`src/rtl/shift_serializer.sv`:
```
// -----------------------------------------------------------------------------
// shift_serializer
//
// Takes a WIDTH-bit parallel word over a valid/ready handshake and sends it out
// one bit per shift_en-qualified clock on j. It feeds the downstream sequence
// detector. Words can follow each other with no gap: a new word is loaded on the
// same edge that consumes the last bit of the current word.
//
// Parameters
//   WIDTH      parallel word width, 2..32
//   MSB_FIRST  1: bit WIDTH-1 goes out first, 0: bit 0 goes out first
//
// Ports
//   clk        clock, rising edge
//   rst        asynchronous reset, active high
//   in_data    parallel word to serialize
//   in_valid   in_data is valid
//   in_ready   word is accepted this cycle when in_ready and in_valid are both high
//   shift_en   advance one bit when high, hold everything when low
//   j          serial bit, registered
//   j_valid    j carries a word bit
//   word_done  one-cycle pulse after the last bit of a word has been consumed
//   word_cnt   completed-word counter, wraps from 255 to 0
// -----------------------------------------------------------------------------
module shift_serializer #(
    parameter int WIDTH     = 8,
    parameter bit MSB_FIRST = 1'b1
) (
    input  logic             clk,
    input  logic             rst,
    input  logic [WIDTH-1:0] in_data,
    input  logic             in_valid,
    output logic             in_ready,
    input  logic             shift_en,
    output logic             j,
    output logic             j_valid,
    output logic             word_done,
    output logic [7:0]       word_cnt
);

    localparam int CW = (WIDTH > 1) ? $clog2(WIDTH) : 1;
    localparam logic [CW-1:0] LAST_IDX = CW'(WIDTH - 1);

    typedef enum logic [1:0] {
        ST_IDLE  = 2'b00,
        ST_SHIFT = 2'b01
    } state_t;

    state_t           state_q, state_d;
    logic [WIDTH-1:0] sreg_q, sreg_d;
    logic [CW-1:0]    cnt_q, cnt_d;
    logic             j_q, j_d;
    logic             word_done_q, word_done_d;
    logic [7:0]       word_cnt_q, word_cnt_d;
    logic             last_bit_s;
    logic             accept_s;

    // Returns the bit that sits at the output end of the shift register.
    function automatic logic out_bit(input logic [WIDTH-1:0] v);
        if (MSB_FIRST) begin
            return v[WIDTH-1];
        end else begin
            return v[0];
        end
    endfunction

    // Moves the shift register one place toward its output end, zero fill.
    function automatic logic [WIDTH-1:0] shift_once(input logic [WIDTH-1:0] v);
        if (MSB_FIRST) begin
            return {v[WIDTH-2:0], 1'b0};
        end else begin
            return {1'b0, v[WIDTH-1:1]};
        end
    endfunction

    // Handshake decode: the last bit is being consumed this cycle, which frees the slot.
    always_comb begin
        last_bit_s = (state_q == ST_SHIFT) && (cnt_q == LAST_IDX) && shift_en;
        in_ready   = (state_q == ST_IDLE) || last_bit_s;
        accept_s   = in_valid && in_ready;
    end

    // Next-state logic for the FSM, the shift register, the bit index and the outputs.
    always_comb begin
        state_d     = state_q;
        sreg_d      = sreg_q;
        cnt_d       = cnt_q;
        word_done_d = last_bit_s;
        word_cnt_d  = last_bit_s ? (word_cnt_q + 8'd1) : word_cnt_q;

        case (state_q)
            ST_IDLE: begin
                if (accept_s) begin
                    sreg_d  = in_data;
                    cnt_d   = '0;
                    state_d = ST_SHIFT;
                end else begin
                    state_d = ST_IDLE;
                end
            end
            ST_SHIFT: begin
                if (shift_en) begin
                    if (cnt_q == LAST_IDX) begin
                        // Boundary: load the next word on this edge so j has no gap.
                        if (accept_s) begin
                            sreg_d  = in_data;
                            cnt_d   = '0;
                            state_d = ST_SHIFT;
                        end else begin
                            sreg_d  = '0;
                            cnt_d   = '0;
                            state_d = ST_IDLE;
                        end
                    end else begin
                        sreg_d = shift_once(sreg_q);
                        cnt_d  = cnt_q + CW'(1);
                    end
                end else begin
                    state_d = ST_SHIFT;
                end
            end
            default: begin
                // Unused encoding: fall back to a clean idle state.
                state_d = ST_IDLE;
                sreg_d  = '0;
                cnt_d   = '0;
            end
        endcase

        // j is registered from the next register contents, so the first bit shows
        // up in the cycle right after the accept edge.
        if (state_d == ST_SHIFT) begin
            j_d = out_bit(sreg_d);
        end else begin
            j_d = 1'b0;
        end
    end

    // State and output registers with asynchronous reset.
    always_ff @(posedge clk or posedge rst) begin
        if (rst) begin
            state_q     <= ST_IDLE;
            sreg_q      <= '0;
            cnt_q       <= '0;
            j_q         <= 1'b0;
            word_done_q <= 1'b0;
            word_cnt_q  <= 8'd0;
        end else begin
            state_q     <= state_d;
            sreg_q      <= sreg_d;
            cnt_q       <= cnt_d;
            j_q         <= j_d;
            word_done_q <= word_done_d;
            word_cnt_q  <= word_cnt_d;
        end
    end

    // Output drive: everything below is a flop or a direct decode of the state flop.
    always_comb begin
        j         = j_q;
        j_valid   = (state_q == ST_SHIFT);
        word_done = word_done_q;
        word_cnt  = word_cnt_q;
    end

endmodule

```
`config.mk`:
```
export PLATFORM = sky130hd
export DESIGN_NAME = shift_serializer
export DESIGN_NICKNAME = d
export VERILOG_FILES = /design/src/rtl/shift_serializer.sv
export SDC_FILE = /design/constraint.sdc
export NUM_CORES = 1
export LEC_CHECK = 0
export BUFFER_PORTS_ARGS = -buffer_cell sky130_fd_sc_hd__buf_2
export CORE_MARGIN = 2
export CORE_UTILIZATION = 28
export DETAILED_ROUTE_END_ITERATION = 10
export SLEW_MARGIN = 10
export SYNTH_ARGS = -nofsm -noshare
export SYNTH_HDL_FRONTEND = slang
export SYNTH_SLANG_ARGS = --single-unit
export TNS_END_PERCENT = 1
```
`constraint.sdc`:
```
create_clock -name clk -period 1.7 [get_ports clk]
set_input_delay 0 -clock clk [delete_from_list [all_inputs] [get_ports clk]]
set_output_delay 0 -clock clk [all_outputs]
set_load 0.02 [all_outputs]
```
# [After elaboration in Yosys (flattened, before gate mapping)]
# Cells that the tools add are included.
[op_classes] n_addsub=2 reduce_logical=6 muxes=14 eq_ne=5
[ops] operator="$mux W8" count=4
[ops] operator="$pmux W8 S2" count=1
[ops] operator="$mux W3" count=3
[ops] operator="$add A8 B1 Y8 const B" count=1
[ops] operator="$pmux W3 S2" count=1
[ops] operator="$eq A2 B1 Y1 const B" count=2
[ops] operator="$mux W2" count=2
[ops] operator="$ne A2 B2 Y1 const B" count=2
[ops] operator="$pmux W2 S2" count=1
[ops] operator="$add A3 B1 Y3 const B" count=1
[ops] operator="$eq A3 B3 Y1 const B" count=1
[ops] operator="$logic_and A1 B1 Y1" count=3
[ops] operator="$logic_not A2 Y1" count=1
[ops] operator="$mux W1" count=2
[ops] operator="$reduce_and A2 Y1" count=1
[ops] operator="$logic_or A1 B1 Y1" count=1
[totals] input_bits=12 elab_cells=34 out_inout_bits=12 ff_bits=23

# [Logic depth before layout (Yosys ltp)]
[depth] ltp_word=11 depth_mapped=7 ltp_nobuf=6

# [Worst setup path after synthesis]
# No wires, ideal clock.
[synth_path] path_kind="register to register" start="register cnt_q[0]" end="register sreg_q[2]" setup_time_ns=0.126 n_path_buf=0 arrival_time_ns=1.428 path_slack_ns=0.146 stages_incl_launch_ff=6 t_required_ns=1.574 cell_sequence="dfrtp_1 > ha_1 > ha_1 > a21boi_0 > nor3b_1 > a221o_1"
[synth_via] elab_chain_len=9 word_cells_on_any_way=11
[synth_lines] element="start, declared" line="51" source="logic [CW-1:0] cnt_q, cnt_d;"
[synth_lines] element="start signal, assigned" line="151" source="cnt_q <= cnt_d;"
[synth_lines] element="$eq A3 B3 Y1 (*)" line="78, 103"
[synth_lines] element="$logic_and A1 B1 Y1 (2 in a row)" line="78" source="last_bit_s = (state_q == ST_SHIFT) && (cnt_q == LAST_IDX) && shift_en;"
[synth_lines] element="$logic_or A1 B1 Y1" line="79" source="in_ready = (state_q == ST_IDLE) || last_bit_s;"
[synth_lines] element="$logic_and A1 B1 Y1" line="80" source="accept_s = in_valid && in_ready;"
[synth_lines] element="$mux W8" line="105" source="if (accept_s) begin"
[synth_lines] element="$mux W8" line="103" source="if (cnt_q == LAST_IDX) begin"
[synth_lines] element="$mux W8" line="102" source="if (shift_en) begin"
[synth_lines] element="$pmux W8 S2" line="91" source="case (state_q)"
[synth_lines] element="end signal, assigned" line="150" source="sreg_q <= sreg_d;"
[synth_lines] element="end, declared" line="50" source="logic [WIDTH-1:0] sreg_q, sreg_d;"
# Mark *: on every way between the ends. The rest lies on a longest branch, timed or not. The select of a mux whose other input is x is not followed.
# A chain may end at the register's enable or synchronous reset.

# [Final worst setup path]
[layout_path] start="register cnt_q[0]" end="register j_q, in the netlist j"
[layout_via] elab_chain_len=11 word_cells_on_any_way=16
[layout_lines] element="$eq A3 B3 Y1 (*)" line="78, 103"
[layout_lines] element="$logic_and A1 B1 Y1 (2 in a row)" line="78"
[layout_lines] element="$logic_or A1 B1 Y1" line="79"
[layout_lines] element="$logic_and A1 B1 Y1" line="80"
[layout_lines] element="$mux W1" line="93, 105"
[layout_lines] element="$mux W2" line="103"
[layout_lines] element="$mux W2" line="102"
[layout_lines] element="$pmux W2 S2" line="91"
[layout_lines] element="$eq A2 B1 Y1" line="132" source="if (state_d == ST_SHIFT) begin"
[layout_lines] element="$mux W1 (*)" line="132"
[layout_lines] element="net j_d" line="52" source="logic j_q, j_d;"
[layout_lines] element="end signal, assigned" line="152" source="j_q <= j_d;"
[layout_lines] element="end, declared" line="52"
# Mark *: on every way through the listed nets, which the timed path passes. The rest lies on a longest branch. The select of a mux whose other input is x is not followed.

==> results.md <==
- The cell with the biggest individual delay on the critical path is sky130_fd_sc_hd__dfrtp_1.
- Wires add up to 2.44 mm.
- Of all nets on the critical path, the largest fanout is 7.
- The cell with the most instances on the worst path is sky130_fd_sc_hd__ha_1.
- The row count is 22.
- The proportion of layout cells with a drive suffix above 1 is 26.1%.
- The clock latency on the worst-skew pair is 0.27 ns.
- The data required time of the critical path is 1.87 ns.
- The final layout contains 150 nets.
- The share of the Yosys chip area taken by registers is 53.0%.
- Across all layers, the routed design uses 893 vias.
- Yosys printed 0 warnings.
- The area added between synthesis and finish is 24.5%.
- The maximum vdd ir drop is 261 uV.
- The core area is 3690 um^2.
- Summing every instance area after synthesis gives 1090 um^2.
- The dominant synthesized flop cell is sky130_fd_sc_hd__dfrtp_1.
- The logic depth of the worst setup path including buffers is 5.
- Sequential cells burn 56.6% of the power.
- The final number of max-transition violations is 0.
- The final number of hold-violating endpoints is 0.
- The first detailed-routing pass took 4 iterations.
- Counting flops and latches in the post-synthesis netlist gives 23.
- The path class of the tightest hold or removal check is in -> reg.
- Counting both buffers and inverters, the worst setup path holds a total of 0.
- The antenna diode instance count is 0.
- The largest incremental delay on the critical path is 0.40 ns.
- The max-cap violation count is 0.
- The clock network fraction of total power is 32.8%.
- STA classifies the critical path startpoint as a flip-flop.
- At the end of routability-driven placement, the weighted congestion stood at 0.800.
- The cell internal power dissipation is 781 uW.
- After clock tree synthesis, the clock-pin slew on the worst setup and hold paths is 0.08 ns.
- The post-route clock period utilization is 97.6%.
- The detailed router's first-iteration violation count is 18.
- Yosys mapped the design onto 32 distinct sky130hd cell types.
- The net switching power of the design is 253 uW.
- The switching power as a share of total power is 24.5%.
- The global-route wire length before repair is 4.20 mm.
- In this run the number of H-tree levels came out at 1.
- Global routing used 12.4% of the available tracks.
- The overall power of the completed layout is 1.03 mW.
- On the final layout, the worst hold slack is 0.0203 ns.
- After detailed routing, the number of remaining DRC violations is 0.
- Data arrives at the worst endpoint at 1.83 ns.
- The filler cells instantiated in the layout total 382.
- Setup repair after global routing could not meet its margin everywhere.
- Detailed placement finished with a half-perimeter wire length of 1.77 mm.
- The residual overflow from global routing is 0.
- Once placement finished, the instance area stood at 1280 um^2.
- Combinational cells account for 10.6% of the total power.
- The setup fix buffers added after clock tree synthesis is 0.
- The die footprint is 4390 um^2.
- The power density normalized to cell area is 765 nW/um^2.
- For the final database, setup skew stands at 0.00532 ns.
- The number of setup violations in the final report is 0.
- The share of flip-flops with an asynchronous set or reset after synthesis is 100%.
- Counting along the longest clock path gives a buffer depth of 2.
- The worst setup path is of the reg -> reg kind.
- The die is 66.3 um tall.
- Counting I/O delays and the setup requirement, the final critical path takes 1.66 ns.
- After routing the design area is 1350 um^2.
- The category of the worst setup path capture point is a flip-flop.
- The signal on the critical path passes through ha_1 -> ha_1 -> and4bb_2 -> a2bb2oi_1 -> a211oi_1.
- The via count of the first global-routing pass is 943.
- The depth of the worst register-to-register path is 5.
- The worst setup margin is 0.0409 ns.
- The tree is rooted in a sky130_fd_sc_hd__clkbuf_8.
- The clock tree from TritonCTS is done.
- The post-layout utilization of the core is 36.7%.
- The number of I/O pins is 24.
- The largest net degree at the start of global routing is 24.
- Gates resized during post-CTS repair numbered 0.
- For this configuration, the core starts out at a cell density of 29.4%.
- The via-per-instance ratio is 4.91.
- Port buffering added 23 buffers.
- The clock buffer count from CTS is 3.
- The cell depth of the worst hold path is 3.
- The number of nets in the synthesized netlist is 118.
- The die is 66.3 um wide.
- For this design the static power due to leakage is 0.680 nW.
- The remaining number of nets flagged by the antenna check after routing is 0.
- The run finished with clean final reports.
- The clock drives 23 sinks.
- The kind of cell with the highest combined delay along the critical path is adder cells.
- The number of enable-type register cells in the synthesized netlist is 0.
- Counting every instance in the synthesized netlist gives 103.
- At the placement stage, the worst setup path has a slack of 0.0390 ns.
- The post-synthesis area per instance is 10.5 um^2.
- Timing would allow up to 603 MHz.
- After detailed routing, the average wire length per cell comes to 13.4 um.
- The initial antenna violation count is 0.
[state kept, by name, summed over array words and instances (netlist names)]
register	cells
cnt_q	3
j	1
sreg_q	8
state_q	2
word_cnt	8
word_done	1
[final timing paths]
kind / slack [ns] / endpoint / start
worst max-delay path: 0.04 / j$_DFF_PP0_ / cnt_q[0]$_DFFE_PP0P_
worst min-delay path: 0.02 / sreg_q[4]$_DFFE_PP0P_ / in_data[4]
worst max register to register: 0.04 / j$_DFF_PP0_ / cnt_q[0]$_DFFE_PP0P_
worst min register to register: 0.46 / word_cnt[7]$_DFFE_PP0P_ / word_cnt[7]$_DFFE_PP0P_
max in group asynchronous: 1.15 / word_cnt[0]$_DFFE_PP0P_ / rst
min in group asynchronous: 0.31 / word_cnt[3]$_DFFE_PP0P_ / rst
[synthesized netlist by cell type (all sizes together) (2+ instances only)]
cell type	n	area share, %
nand4	3	1.7
nand3	7	3.2
xor2	2	1.6
nor2	3	1.0
xnor2	5	4.0
dfrtp	23	53
o21ai	6	2.8
nand2	13	4.5
and2	2	1.2
nor3	2	0.92
a32o	2	1.8
buf	4	2.1
a32oi	5	4.0
inv	7	2.4
ha	3	3.5
[metrics by stage]
stage | TNS [ns] | std cells
4_1_cts | 0 | 182
2_1_floorplan | 0 | 103
3_5_place_dp | 0 | 175
5_1_grt | -0.246 | 182
3_3_place_gp | 0 | 175
6_report | 0 | 182
[cells by family (layout without fill, tap and decap cells)]
family | after synthesis | count (layout) | share of synthesized area, %
other | 1 | 1 | 0.345
and+or+nand+nor | 38 | 38 | 19.1
buffers and inverters | 11 | 42 | 4.49
AOI/OAI and AO/OA | 20 | 20 | 13.9
xor gates and xnor gates | 7 | 7 | 5.65
DFF | 23 | 23 | 53.0
adders and majority gates | 3 | 3 | 3.46
[layout by cell type (no fill, tap or decap), types with 3 or more instances in the layout]
cell / instances
sky130_fd_sc_hd__xnor2_1: 5
sky130_fd_sc_hd__inv_1: 7
sky130_fd_sc_hd__ha_1: 3
sky130_fd_sc_hd__dfrtp_1: 23
sky130_fd_sc_hd__nand4_1: 3
sky130_fd_sc_hd__nor2_1: 3
sky130_fd_sc_hd__buf_4: 5
sky130_fd_sc_hd__dlygate4sd3_1: 3
sky130_fd_sc_hd__o21ai_0: 6
sky130_fd_sc_hd__buf_2: 23
sky130_fd_sc_hd__nand2_1: 13
sky130_fd_sc_hd__clkbuf_8: 3
sky130_fd_sc_hd__nand3_1: 7
sky130_fd_sc_hd__a32oi_1: 5
[tightest hold or removal path, cell delays in order]
cell and delay (ns):
sky130_fd_sc_hd__buf_2 0.10, sky130_fd_sc_hd__nand3_1 0.07, sky130_fd_sc_hd__a32oi_1 0.08
[final cells by class]
type,count,area [um^2],area share (%)
Multi-Input combinational cell,69,462,34.1
Tap cell,48,60.1,4.44
Clock buffer,3,41.3,3.05
Inverter,7,26.3,1.94
Clock inverter,1,5.00,0.370
Sequential cell,23,576,42.6
Timing Repair Buffer,31,183,13.5
[power groups by stage]
stage / sequential [mW] / clock, mW / combinational [mW]
floorplan: 0.590 / 0 / 0.0656
global placement: 0.596 / 0 / 0.102
detailed placement: 0.596 / 0 / 0.106
CTS: 0.585 / 0.354 / 0.112
global route: 0.588 / 0.377 / 0.124
finish: 0.585 / 0.339 / 0.110
[routing by layer]
| layer | global-route usage (%) | vias up | routed length, um |
|---|---|---|---|
| met5 | 0 | - | 0 |
| met4 | 6.89 | 0 | 74 |
| met3 | 1.87 | 9 | 103 |
| met2 | 22.4 | 20 | 1240 |
| met1 | 13.7 | 435 | 1020 |
| li1 | - | 429 | - |
[repair_timing]
action	4_1_cts	5_1_grt
endpoints found under the setup margin	0	8
hold endpoints to repair	25	0
hold buffers	3	0
Power figures use the tool's default switching activity.
